[config.mk]
export PLATFORM = sky130hd
export DESIGN_NAME = mem_seq
export DESIGN_NICKNAME = d
export VERILOG_FILES = /design/src/rtl/mem_seq.sv
export SDC_FILE = /design/constraint.sdc
export NUM_CORES = 1
export LEC_CHECK = 0
export CAP_MARGIN = 5
export CORE_MARGIN = 2
export CORE_UTILIZATION = 45
export DETAILED_ROUTE_END_ITERATION = 16
export GPL_TIMING_DRIVEN = 0
export PLACE_DENSITY = 0.83
export SYNTH_ARGS = -nofsm -noshare
export SYNTH_HDL_FRONTEND = slang
export SYNTH_SLANG_ARGS = --single-unit
[constraint.sdc]
create_clock -name clk -period 4.93 [get_ports clk]
set_input_delay 0.493 -clock clk [delete_from_list [all_inputs] [get_ports clk]]
set_output_delay 0.493 -clock clk [all_outputs]
set_load 0.02 [all_outputs]
[src/rtl/mem_seq.sv]
// mem_seq - single-byte memory access sequencer.
//
// Holds a 16-bit address pointer loaded from the address unit and runs one
// read or write cycle on the external memory bus per request. It waits for
// mem_rdy, optionally post-increments the pointer on success, and aborts
// with an error after TIMEOUT ACCESS cycles without ready.
//
// Ports:
//   clk, rst_n        rising-edge clock, synchronous active-low reset
//   a, ld             pointer load value and load strobe (IDLE only)
//   rd_req, wr_req    start a read / write (read wins if both are high)
//   inc, wdata        post-increment flag and write byte, sampled with request
//   busy, done, err   status: not idle, one-cycle completion, timeout flag
//   rdata, ptr        last successfully read byte, current pointer
//   mem_*             external memory bus (address, strobes, data, ready)

module mem_seq #(
  parameter int TIMEOUT = 8
) (
  input  logic        clk,
  input  logic        rst_n,
  input  logic [15:0] a,
  input  logic        ld,
  input  logic        rd_req,
  input  logic        wr_req,
  input  logic        inc,
  input  logic [7:0]  wdata,
  output logic        busy,
  output logic        done,
  output logic        err,
  output logic [7:0]  rdata,
  output logic [15:0] ptr,
  output logic [15:0] mem_addr,
  output logic        mem_rd,
  output logic        mem_wr,
  output logic [7:0]  mem_wdata,
  input  logic [7:0]  mem_rdata,
  input  logic        mem_rdy
);

  typedef enum logic [1:0] {
    IDLE   = 2'd0,
    ACCESS = 2'd1,
    DONE   = 2'd2
  } state_t;

  localparam logic [7:0] LAST_WAIT = 8'(TIMEOUT - 1);

  state_t      state;
  state_t      next_state;
  logic        op_rd;
  logic        op_inc;
  logic [7:0]  wdata_q;
  logic [7:0]  wait_cnt;
  logic        err_q;

  logic        start;
  logic        access_ok;
  logic        access_timeout;

  always_ff @(posedge clk) begin
    if (!rst_n) begin
      state <= IDLE;
    end else begin
      state <= next_state;
    end
  end

  // Next-state decode. The ready check comes before the timeout check, so a
  // ready in the final permitted cycle still counts as success.
  always_comb begin
    next_state     = state;
    start          = 1'b0;
    access_ok      = 1'b0;
    access_timeout = 1'b0;
    case (state)
      IDLE: begin
        if (rd_req || wr_req) begin
          start      = 1'b1;
          next_state = ACCESS;
        end
      end
      ACCESS: begin
        if (mem_rdy) begin
          access_ok  = 1'b1;
          next_state = DONE;
        end else if (wait_cnt == LAST_WAIT) begin
          access_timeout = 1'b1;
          next_state     = DONE;
        end
      end
      DONE: begin
        next_state = IDLE;
      end
      default: begin
        next_state = IDLE;
      end
    endcase
  end

  // Datapath registers. A load in the same cycle as a request lands in ptr
  // on the same edge the FSM enters ACCESS, so the access uses the new address.
  always_ff @(posedge clk) begin
    if (!rst_n) begin
      ptr      <= 16'h0000;
      rdata    <= 8'h00;
      op_rd    <= 1'b0;
      op_inc   <= 1'b0;
      wdata_q  <= 8'h00;
      wait_cnt <= 8'h00;
      err_q    <= 1'b0;
    end else begin
      if (state == IDLE && ld) begin
        ptr <= a;
      end
      if (start) begin
        op_rd    <= rd_req;
        op_inc   <= inc;
        wdata_q  <= wdata;
        wait_cnt <= 8'h00;
        err_q    <= 1'b0;
      end
      if (state == ACCESS) begin
        if (access_ok) begin
          err_q <= 1'b0;
          if (op_rd) begin
            rdata <= mem_rdata;
          end
          if (op_inc) begin
            ptr <= ptr + 16'h0001;
          end
        end else if (access_timeout) begin
          err_q <= 1'b1;
        end else begin
          wait_cnt <= wait_cnt + 8'h01;
        end
      end
    end
  end

  assign busy      = (state != IDLE);
  assign done      = (state == DONE);
  assign err       = (state == DONE) && err_q;
  assign mem_addr  = ptr;
  assign mem_rd    = (state == ACCESS) && op_rd;
  assign mem_wr    = (state == ACCESS) && !op_rd;
  assign mem_wdata = ((state == ACCESS) && !op_rd) ? wdata_q : 8'h00;

endmodule

Yosys cells after proc, flatten, opt, wreduce, memory -nomap -nowiden. Cells that the tools add are included.

RAM bits: 0. ROM bits: 0. Logic and storage cells: 49. Input port bits: 39. Flip-flop bits (word level): 45. Output and inout bits: 53. Memories: 0. Latch bits: 0.

Add/sub/neg operators: 2. Shift operators: 0. Reductions and logical operators: 10. Equal/unequal tests: 5. Multiplexer cells: 24. $mul: 0. Div/mod/pow operators: 0. Bitwise logic cells: 0. $lt $le $gt $ge: 0.

Operators by type and width (count): $mux W16 (4); $mux W8 (5); $add A16 B1 Y16 const B (1); $mux W1 (11); $add A8 B1 Y8 const B (1); $eq A8 B3 Y1 const B (1); $mux W2 (3); $logic_and A1 B1 Y1 (4); $pmux W2 S2 (1); $ne A3 B3 Y1 const B (1); $reduce_and A3 Y1 (1); $eq A2 B1 Y1 const B (1); $eq A2 B2 Y1 const B (1); $logic_not A2 Y1 (1); $ne A2 B2 Y1 const B (1); $reduce_and A2 Y1 (1); $reduce_bool A2 Y1 (1); $logic_not A1 Y1 (1); $logic_or A1 B1 Y1 (1).

Longest topological paths before layout. Gate-level depths: netlist (run 1).

Word-level depth: 7. Gate-level depth with buffers: 7. Mapped depth without buffers: 5.

Least setup slack after synthesis (run 1). Ideal clock, no wire load.

Kind: reg-to-output. Start: register state[1]. End: output mem_wdata[0]. Path slack: 2.977 ns. Data arrival time: 1.460 ns. Data required time: 4.437 ns. Stages on the path, launching flop included: 6. Cells stage by stage: dfxtp_1 clkbuf_2 nor2b_1 nor2b_1 clkbuf_1 and2_1.

Word-level cells in the longest chain between the ends: 3.

RTL lines: start: declaration (line 49) `state_t state;`; start signal: assignment (line 65) `state <= next_state;`; $eq A2 B1 Y1; $logic_and A1 B1 Y1; net mem_wr (line 35) `output logic mem_wr,`; $mux W8 (line 147) `assign mem_wdata = ((state == ACCESS) && !op_rd) ? wdata_q : 8'h00;`; end: declaration (line 36) `output logic [7:0] mem_wdata,`.

The timed path passes the listed nets, and every way through them passes these cells.

Worst setup path after layout (run 1).
Start: register state[0]. End: output mem_wdata[0].

Word-level cells in the longest chain between the ends: 3.

RTL lines (line): $eq A2 B1 Y1 (147); $logic_and A1 B1 Y1 (147); $mux W8 (147).

No other way between the ends.

==> impl_metrics.py, run 1 <==
metrics = {
    "clock_tree": {
        "cts_tree": "yes",
        "cts_setup_buffers": 0,
        "clk_path_buf_depth": 2,
        "root_buffer": "clkbuf_8",
        "hold_buffers": 0,
        "cts_buffers": 5,
        "worstSkewPairLatency_ns": 0.29,
        "clk_pin_slew_worst_paths_ns": 0.08,
        "htree_levels": 2,
        "clkSinkCount": 45,
        "cts.repair.resized": 0,
    },
    "synthesis": {
        "synth_nets": 328,
        "synth-seq-cells": 45,
        "synthTopCellsByArea": "dfxtp_1 (39%), nand2_1 (7.3%), a21oi_1 (5.6%), buf_4 (5.5%), nand4_1 (3.8%)",
        "synth_area_per_cell_um2": 8.104,
        "synth_top_area_share_pct": 38.73,
        "synthCells": 287,
        "async_flop_share_pct": 0,
        "yosysTopAreaCell": "dfxtp_1",
        "ys_types": 50,
        "yosysSeqAreaShare_pct": 38.73,
        "synth_edf_count": 0,
        "synth_top_flop_cell": "dfxtp_1",
        "synth_warnings": 0,
        "syn_area_mm2": 0.002326,
    },
    "detailed_routing": {
        "drt_iter0_drc": 185,
        "wl_per_cell_um": 13.91,
        "vias_per_cell": 5.433,
        "vias": 2472,
        "final_antenna_net_count": 0,
        "drc": 0,
        "drt_wl_total_mm": 6.327,
        "firstDrtPassIters": 4,
    },
    "setup_path": {
        "timing.rr.start": "state[1]$_SDFFE_PN0P_",
        "critPathSlowestCell": "clkdlybuf4s50_1",
        "cp_common_cell": "nor2b_1",
        "start_kind": "flop",
        "timing.rr.end": "mem_addr[13]$_SDFF_PN0_",
        "crit_path_end_kind": "primary output",
        "crit_type": "reg -> out",
        "cp.required_ns": 4.44,
        "slowest_delay_ns": 0.62,
        "r2r_slack_ns": 3.08,
        "worstRegToRegCells": 5,
        "path_cells": "nor2b_1, nor2b_1, clkbuf_1, and2_1, clkdlybuf4s50_1",
        "worstPathArrival_ns": 2.36,
        "cp_max_fo": 9,
    },
    "sta": {
        "period_minus_slack_ns": 2.856,
        "clock_skew_ns": 0.01113,
        "rsz0062_at_grt": "false",
        "hold_viol_final": 0,
        "fin_ws_ns": 2.074,
        "drv_slew": 0,
        "max_clock_freq_mhz": 350.2,
        "finalSetupViolCount": 0,
        "min_period_over_period_pct": 57.92,
        "tightest_slew_ns": 0.6555,
        "slew_headroom_pct": 56.00,
        "setup_tns_ns": 0,
    },
    "floorplanning": {
        "fp.dieW_um": 75.90,
        "pin_count": 92,
        "start_util_pct": 46.13,
        "core_mm2": 0.005042,
        "die-area_mm2": 0.005760,
        "die_h_um": 75.90,
        "core.rowCount": 26,
    },
    "global_route": {
        "grt_pass1_wl_mm": 10.14,
        "grt.overflow.total": 0,
        "first_global_vias": 2263,
        "grt_usage_pct": 22.62,
        "grt_max_degree": 14,
        "antenna_found_initial": 0,
    },
    "min_path": {
        "holdPathStages": 2,
        "hp-class": "reg -> reg",
        "hold_start": "wdata_q[4]$_SDFFE_PN0P_",
        "min_to": "wdata_q[4]$_SDFFE_PN0P_",
    },
    "final_layout": {
        "syn_to_final_growth_pct": 47.39,
        "layout_commonest_cell": "clkdlybuf4s50_1",
        "drive_above_1_share_pct": 9.610,
        "final_nets": 426,
        "antenna_cells": 0,
        "final_cell_mix": "clkdlybuf4s50_1 (91), nand2_1 (45), dfxtp_1 (45)",
        "post-route-util_pct": 67.99,
    },
    "place": {
        "place.gp.congestion": 0.8180,
        "portBuffers": 91,
        "dp_hpwl_mm": 4.734,
        "place_ws_ns": 2.395,
    },
    "power": {
        "peakVddDrop_uv": 167.7,
        "p_leak_nw": 1.268,
        "cellPowerDensity_mw_per_mm2": 259.2,
    },
    "outcome": {
        "status": "finished, final reports clean",
    },
    "flow_run": {
        "cap_violations": 0,
    },
}
## worst max-delay path by stage
stage | start | depth (start not counted) | slack, ns | endpoint
after floorplan | state[1]$_SDFFE_PN0P_ | 5 | 2.98 | mem_wdata[0]
after global placement | state[0]$_SDFFE_PN0P_ | 5 | 2.41 | mem_wdata[5]
after detailed placement | state[0]$_SDFFE_PN0P_ | 5 | 2.40 | mem_wdata[0]
after CTS | state[0]$_SDFFE_PN0P_ | 5 | 2.05 | mem_wdata[0]
after global routing | state[0]$_SDFFE_PN0P_ | 5 | 1.84 | mem_wdata[0]
final | state[0]$_SDFFE_PN0P_ | 5 | 2.07 | mem_wdata[0]
## synthesized netlist by cell type (2+ instances only)
master	number
a211oi_1	2
a21oi_1	26
a22oi_1	6
a31oi_1	10
a32oi_1	2
and2_1	11
and3_1	8
and4_1	2
buf_2	5
buf_4	17
clkbuf_1	7
dfxtp_1	45
ha_1	2
inv_1	5
nand2_1	45
nand3_1	8
nand4_1	14
nor2_1	18
nor2b_1	2
nor3_1	2
o211ai_1	3
o21a_1	3
o21ai_0	9
o311a_1	2
o311ai_0	2
o31ai_1	2
or4_1	5
xor2_1	2
## power breakdown
group,switching [mW],total [mW],internal (mW)
sequential,0.0236,0.407,0.384
combinational,0.105,0.215,0.110
clock,0.119,0.267,0.147
## worst max-delay path, delay by kind of cell (launching register included)
kind	cells	cell delay, ns
flip-flops	1	0.45
buffers and inverters	2	0.89
AND/OR/NAND/NOR	3	0.72
## metrics by stage
step           power, mW  cells  hold slack (ns)  instance area (µm²)
4_1_cts           0.8946    455           0.4550                 3428
6_report          0.8886    455           0.4533                 3428
2_1_floorplan     0.5240    287           0.4317                 2326
3_3_place_gp      0.6255    448           0.4373                 3324
3_5_place_dp      0.6301    448           0.4433                 3324
5_1_grt           0.9336    455           0.4775                 3428
## cell families (layout without fill, tap and decap cells)
logic type,Yosys count,in the layout,synth area share (%)
buffers and inverters,37,135,9.575
adders and majority gates,2,2,1.076
and+or+nand+nor,126,126,28.56
DFF,45,45,38.73
xor gates and xnor gates,2,2,0.7532
muxes,2,2,0.9145
AOI/OAI and AO/OA,73,73,20.39
## layer usage
metal  vias up  track usage, %  routed length, µm
met3         8           7.275                611
met5         -               0                  0
met1      1131           27.94               2631
met2       108           38.12               3014
met4         0           5.653                 70
li1       1225               -                  -
## cell type report
cell class	count	area [µm²]
inverter	5	18.77
multi-input combinational	205	1202
timing repair buffer	91	910.9
buffer	32	203.9
clock inverter	2	35.03
fill	419	1614
sequential	45	900.9
clock buffer	5	68.82
tap	70	87.58
## sequential cells by signal, indices dropped and copies added, names as in the netlist
signal and flops:
rdata 8, state 2, wdata_q 8, mem_addr 16
err_q 1, op_rd 1, wait_cnt 8, op_inc 1
No activity file was read; power rests on OpenSTA's default activity.
==> run 2: changes to the inputs <==
CORE_UTILIZATION = 44   (was 45)
PLACE_DENSITY = 0.81   (was 0.83)
clock period = 3 ns   (was 4.93 ns; I/O delays follow)
==> impl_metrics.py, run 2 (same netlist as run 1, synthesis figures left out) <==
metrics = {
    "floorplanning": {
        "pin_count": 92,
        "die-area_mm2": 0.005884,
        "die_h_um": 76.71,
        "fp.dieW_um": 76.71,
        "core.rowCount": 26,
        "core_mm2": 0.005107,
        "start_util_pct": 45.54,
    },
    "final_layout": {
        "post-route-util_pct": 67.37,
        "drive_above_1_share_pct": 9.585,
        "largest_reg_flops": 16,
        "final_cell_mix": "clkdlybuf4s50_1 (91), nand2_1 (45), dfxtp_1 (45)",
        "syn_to_final_growth_pct": 47.93,
        "layout_commonest_cell": "clkdlybuf4s50_1",
        "final_nets": 426,
        "antenna_cells": 0,
    },
    "setup_path": {
        "cp.required_ns": 2.70,
        "slowest_delay_ns": 0.62,
        "worstRegToRegCells": 6,
        "crit_path_end_kind": "primary output",
        "cp_max_fo": 9,
        "critPathSlowestCell": "clkdlybuf4s50_1",
        "crit_family": "buffers and inverters",
        "worst-path-stages": 5,
        "cp_num_buf_inv": 2,
        "path_cells": "nor2b_1, nor2b_1, clkbuf_1, and2_1, clkdlybuf4s50_1",
        "cp_common_cell": "nor2b_1",
        "crit_type": "reg -> out",
        "start_kind": "flop",
        "worstPathArrival_ns": 2.39,
    },
    "outcome": {
        "status": "finished, final reports clean",
    },
    "global_route": {
        "antenna_found_initial": 0,
        "grt_usage_pct": 21.59,
        "grt_pass1_wl_mm": 10.54,
        "first_global_vias": 2279,
        "grt_max_degree": 14,
        "grt.overflow.total": 0,
    },
    "detailed_routing": {
        "vias_per_cell": 5.419,
        "final_antenna_net_count": 0,
        "drt_iter0_drc": 153,
        "wl_per_cell_um": 13.79,
        "drc": 0,
        "vias": 2471,
        "firstDrtPassIters": 4,
        "drt_wl_total_mm": 6.290,
    },
    "sta": {
        "rsz0062_at_grt": "false",
        "min_period_over_period_pct": 89.51,
        "period_minus_slack_ns": 2.685,
        "setup_tns_ns": 0,
        "clock_skew_ns": 0.008884,
        "hold_viol_final": 0,
        "max_clock_freq_mhz": 372.4,
        "drv_slew": 0,
        "holdWs_ns": 0.4546,
        "slew_headroom_pct": 58.04,
        "tightest_slew_ns": 0.6271,
        "finalSetupViolCount": 0,
    },
    "clock_tree": {
        "hold_buffers": 0,
        "root_buffer": "clkbuf_8",
        "cts_buffers": 5,
        "htree_levels": 2,
        "worstSkewPairLatency_ns": 0.30,
        "clk_pin_slew_worst_paths_ns": 0.09,
        "cts_tree": "yes",
        "cts.repair.resized": 0,
        "cts_setup_buffers": 0,
        "clkSinkCount": 45,
        "clk_path_buf_depth": 2,
    },
    "flow_run": {
        "cap_violations": 0,
    },
    "power": {
        "p_leak_nw": 1.273,
        "peakVddDrop_uv": 280.3,
        "power.total_mw": 1.499,
        "cellPowerDensity_mw_per_mm2": 435.6,
    },
    "place": {
        "portBuffers": 91,
        "place.gp.congestion": 0.8168,
        "dp_hpwl_mm": 4.703,
    },
    "min_path": {
        "holdPathStages": 2,
        "hp-class": "reg -> reg",
    },
}
[run 2: report_power, final]
part	internal [mW]	switching (mW)	total (mW)
Sequential	0.630	0.0380	0.668
Combinational	0.180	0.172	0.353
Clock	0.272	0.206	0.478
Total	1.08	0.416	1.50
[run 2: cell type report]
class | count | area, µm²
Clock inverter | 1 | 30.03
Buffer | 32 | 203.9
Multi-Input combinational cell | 205 | 1202
Sequential cell | 45 | 900.9
Fill cell | 450 | 1667
Tap cell | 70 | 87.58
Inverter | 5 | 18.77
Clock buffer | 7 | 86.33
Timing Repair Buffer | 91 | 910.9
[run 2: worst min-delay path, cell delays in order (launching register included)]
cell,delay [ns]
dfxtp_1,0.31
nand2_1,0.05
a21oi_1,0.05
[run 2: through the flow]
stage | cell area, µm² | worst slack (ns) | cells
after floorplan | 2326 | 1.240 | 287
after global placement | 3324 | 0.6715 | 448
after detailed placement | 3324 | 0.6630 | 448
after CTS | 3441 | 0.3029 | 456
after global routing | 3441 | 0.1229 | 456
final | 3441 | 0.3146 | 456
[run 2: layer usage]
| layer | vias up | GRT usage, % | part of all wire, % |
|---|---|---|---|
| met5 | - | 0 | 0 |
| met4 | 0 | 5.818 | 0.79 |
| met3 | 8 | 6.824 | 8.7 |
| met2 | 100 | 37.02 | 48 |
| met1 | 1134 | 26.04 | 42 |
| li1 | 1229 | - | - |
[run 2: path summary, 6_finish.rpt]
path                            from                 endpoint  slack, ns
min reg2reg  wdata_q[3]$_SDFFE_PN0P_  wdata_q[3]$_SDFFE_PN0P_       0.45
max reg2reg    state[1]$_SDFFE_PN0P_   mem_addr[0]$_SDFF_PN0_       1.10
min          wdata_q[3]$_SDFFE_PN0P_  wdata_q[3]$_SDFFE_PN0P_       0.45
max            state[0]$_SDFFE_PN0P_             mem_wdata[7]       0.31
==> run 3: changes to the inputs <==
CORE_MARGIN = 1   (was 2)
clock period = 2.8 ns   (was 3 ns; I/O delays follow)
==> impl_metrics.py, run 3 (same netlist as run 1, synthesis figures left out) <==
metrics = {
    "detailed_routing": {
        "vias": 2455,
        "vias_per_cell": 5.384,
        "drt_iter0_drc": 150,
        "wl_per_cell_um": 13.86,
        "drc": 0,
        "drt_wl_total_mm": 6.318,
        "final_antenna_net_count": 0,
        "firstDrtPassIters": 5,
    },
    "sta": {
        "clock_skew_ns": 0.007802,
        "max_clock_freq_mhz": 390.0,
        "drv_slew": 0,
        "hold_viol_final": 0,
        "rsz0062_at_grt": "false",
        "setup_tns_ns": 0,
        "slew_headroom_pct": 57.49,
        "finalSetupViolCount": 0,
        "min_period_over_period_pct": 91.57,
        "period_minus_slack_ns": 2.564,
        "holdWs_ns": 0.4587,
        "tightest_slew_ns": 0.6349,
    },
    "floorplanning": {
        "start_util_pct": 45.54,
        "die_h_um": 74.71,
        "pin_count": 92,
        "fp.dieW_um": 74.71,
        "core.rowCount": 26,
        "core_mm2": 0.005107,
        "die-area_mm2": 0.005581,
    },
    "setup_path": {
        "slowest_delay_ns": 0.61,
        "path_cells": "nor2b_2, nor2b_1, clkbuf_1, and2_1, clkdlybuf4s50_1",
        "cp_max_fo": 9,
        "crit_family": "buffers and inverters",
        "cp.required_ns": 2.52,
        "critPathSlowestCell": "clkdlybuf4s50_1",
        "worstPathArrival_ns": 2.28,
        "start_kind": "flop",
        "crit_type": "reg -> out",
        "crit_path_end_kind": "primary output",
        "cp_num_buf_inv": 2,
    },
    "global_route": {
        "grt_usage_pct": 22.72,
        "grt_max_degree": 15,
        "antenna_found_initial": 0,
        "grt.overflow.total": 0,
        "grt_pass1_wl_mm": 9.763,
        "first_global_vias": 2135,
    },
    "clock_tree": {
        "worstSkewPairLatency_ns": 0.31,
        "cts_buffers": 5,
        "clk_path_buf_depth": 2,
        "htree_levels": 2,
        "clk_pin_slew_worst_paths_ns": 0.09,
        "clkSinkCount": 45,
        "hold_buffers": 0,
        "root_buffer": "clkbuf_8",
        "cts_tree": "yes",
    },
    "place": {
        "portBuffers": 91,
        "dp_cells": 448,
        "dp_hpwl_mm": 4.553,
        "place.gp.congestion": 0.8603,
    },
    "power": {
        "power.total_mw": 1.683,
        "peakVddDrop_uv": 270.2,
        "p_leak_nw": 1.283,
        "cellPowerDensity_mw_per_mm2": 486.3,
    },
    "final_layout": {
        "post-route-util_pct": 67.76,
        "syn_to_final_growth_pct": 48.79,
        "largest_reg_flops": 16,
        "antenna_cells": 0,
        "layout_commonest_cell": "clkdlybuf4s50_1",
        "final_cells": 456,
        "final_cell_mix": "clkdlybuf4s50_1 (91), nand2_1 (45), dfxtp_1 (45)",
        "final_nets": 426,
        "drive_above_1_share_pct": 10.10,
    },
    "outcome": {
        "status": "finished, final reports clean",
    },
    "flow_run": {
        "cap_violations": 0,
    },
    "min_path": {
        "hp-class": "reg -> reg",
    },
}
## run 3: area by class of cell
cell class	count	area [µm²]
Timing Repair Buffer	91	910.9
Clock buffer	5	68.82
Fill cell	452	1647
Multi-Input combinational cell	205	1205
Tap cell	70	87.58
Buffer	32	203.9
Sequential cell	45	900.9
Clock inverter	3	65.06
Inverter	5	18.77
## run 3: repair_timing
item | CTS | global route
endpoints found under the setup margin | 0 | 8
endpoints found under the hold margin | 0 | 0
gates resized for setup | 0 | 1
setup buffers | 0 | 0
## run 3: per-layer routing
metal | vias to the layer above | part of all wire [%] | global-route usage [%]
met1 | 1120 | 42 | 26.93
met2 | 100 | 48 | 39.14
met3 | 12 | 8.2 | 5.890
met5 | - | 0 | 0
met4 | 0 | 1.6 | 9.224
li1 | 1223 | - | -
## run 3: metrics by stage
stage / setup WS, ns / instance area [µm²]
global route: 0.08102 / 3461
CTS: 0.1011 / 3458
finish: 0.2361 / 3461
global placement: 0.4747 / 3324
detailed placement: 0.4869 / 3324
floorplan: 1.060 / 2326
## run 3: final timing paths
path | cells past startpoint | from | slack, ns | endpoint
max reg2reg | 6 | state[1]$_SDFFE_PN0P_ | 0.90 | mem_addr[0]$_SDFF_PN0_
max | 5 | state[0]$_SDFFE_PN0P_ | 0.24 | mem_wdata[2]
min reg2reg | 2 | rdata[1]$_SDFFE_PN0P_ | 0.46 | rdata[1]$_SDFFE_PN0P_
min | 2 | rdata[1]$_SDFFE_PN0P_ | 0.46 | rdata[1]$_SDFFE_PN0P_
## run 3: power by group
group | switching [mW] | total, mW | internal [mW] | leakage (nW)
combinational | 0.184 | 0.378 | 0.194 | 0.847
sequential | 0.0404 | 0.716 | 0.675 | 0.367
clock | 0.235 | 0.590 | 0.355 | 0.0681
total | 0.459 | 1.68 | 1.22 | 1.28
## run 3: worst register-to-register path, delay by kind of cell (launching register included)
| family | cells | cell delay (ns) |
|---|---|---|
| flops | 1 | 0.30 |
| compound gates | 1 | 0.27 |
| buf+inv | 2 | 0.40 |
| simple gates | 3 | 0.81 |
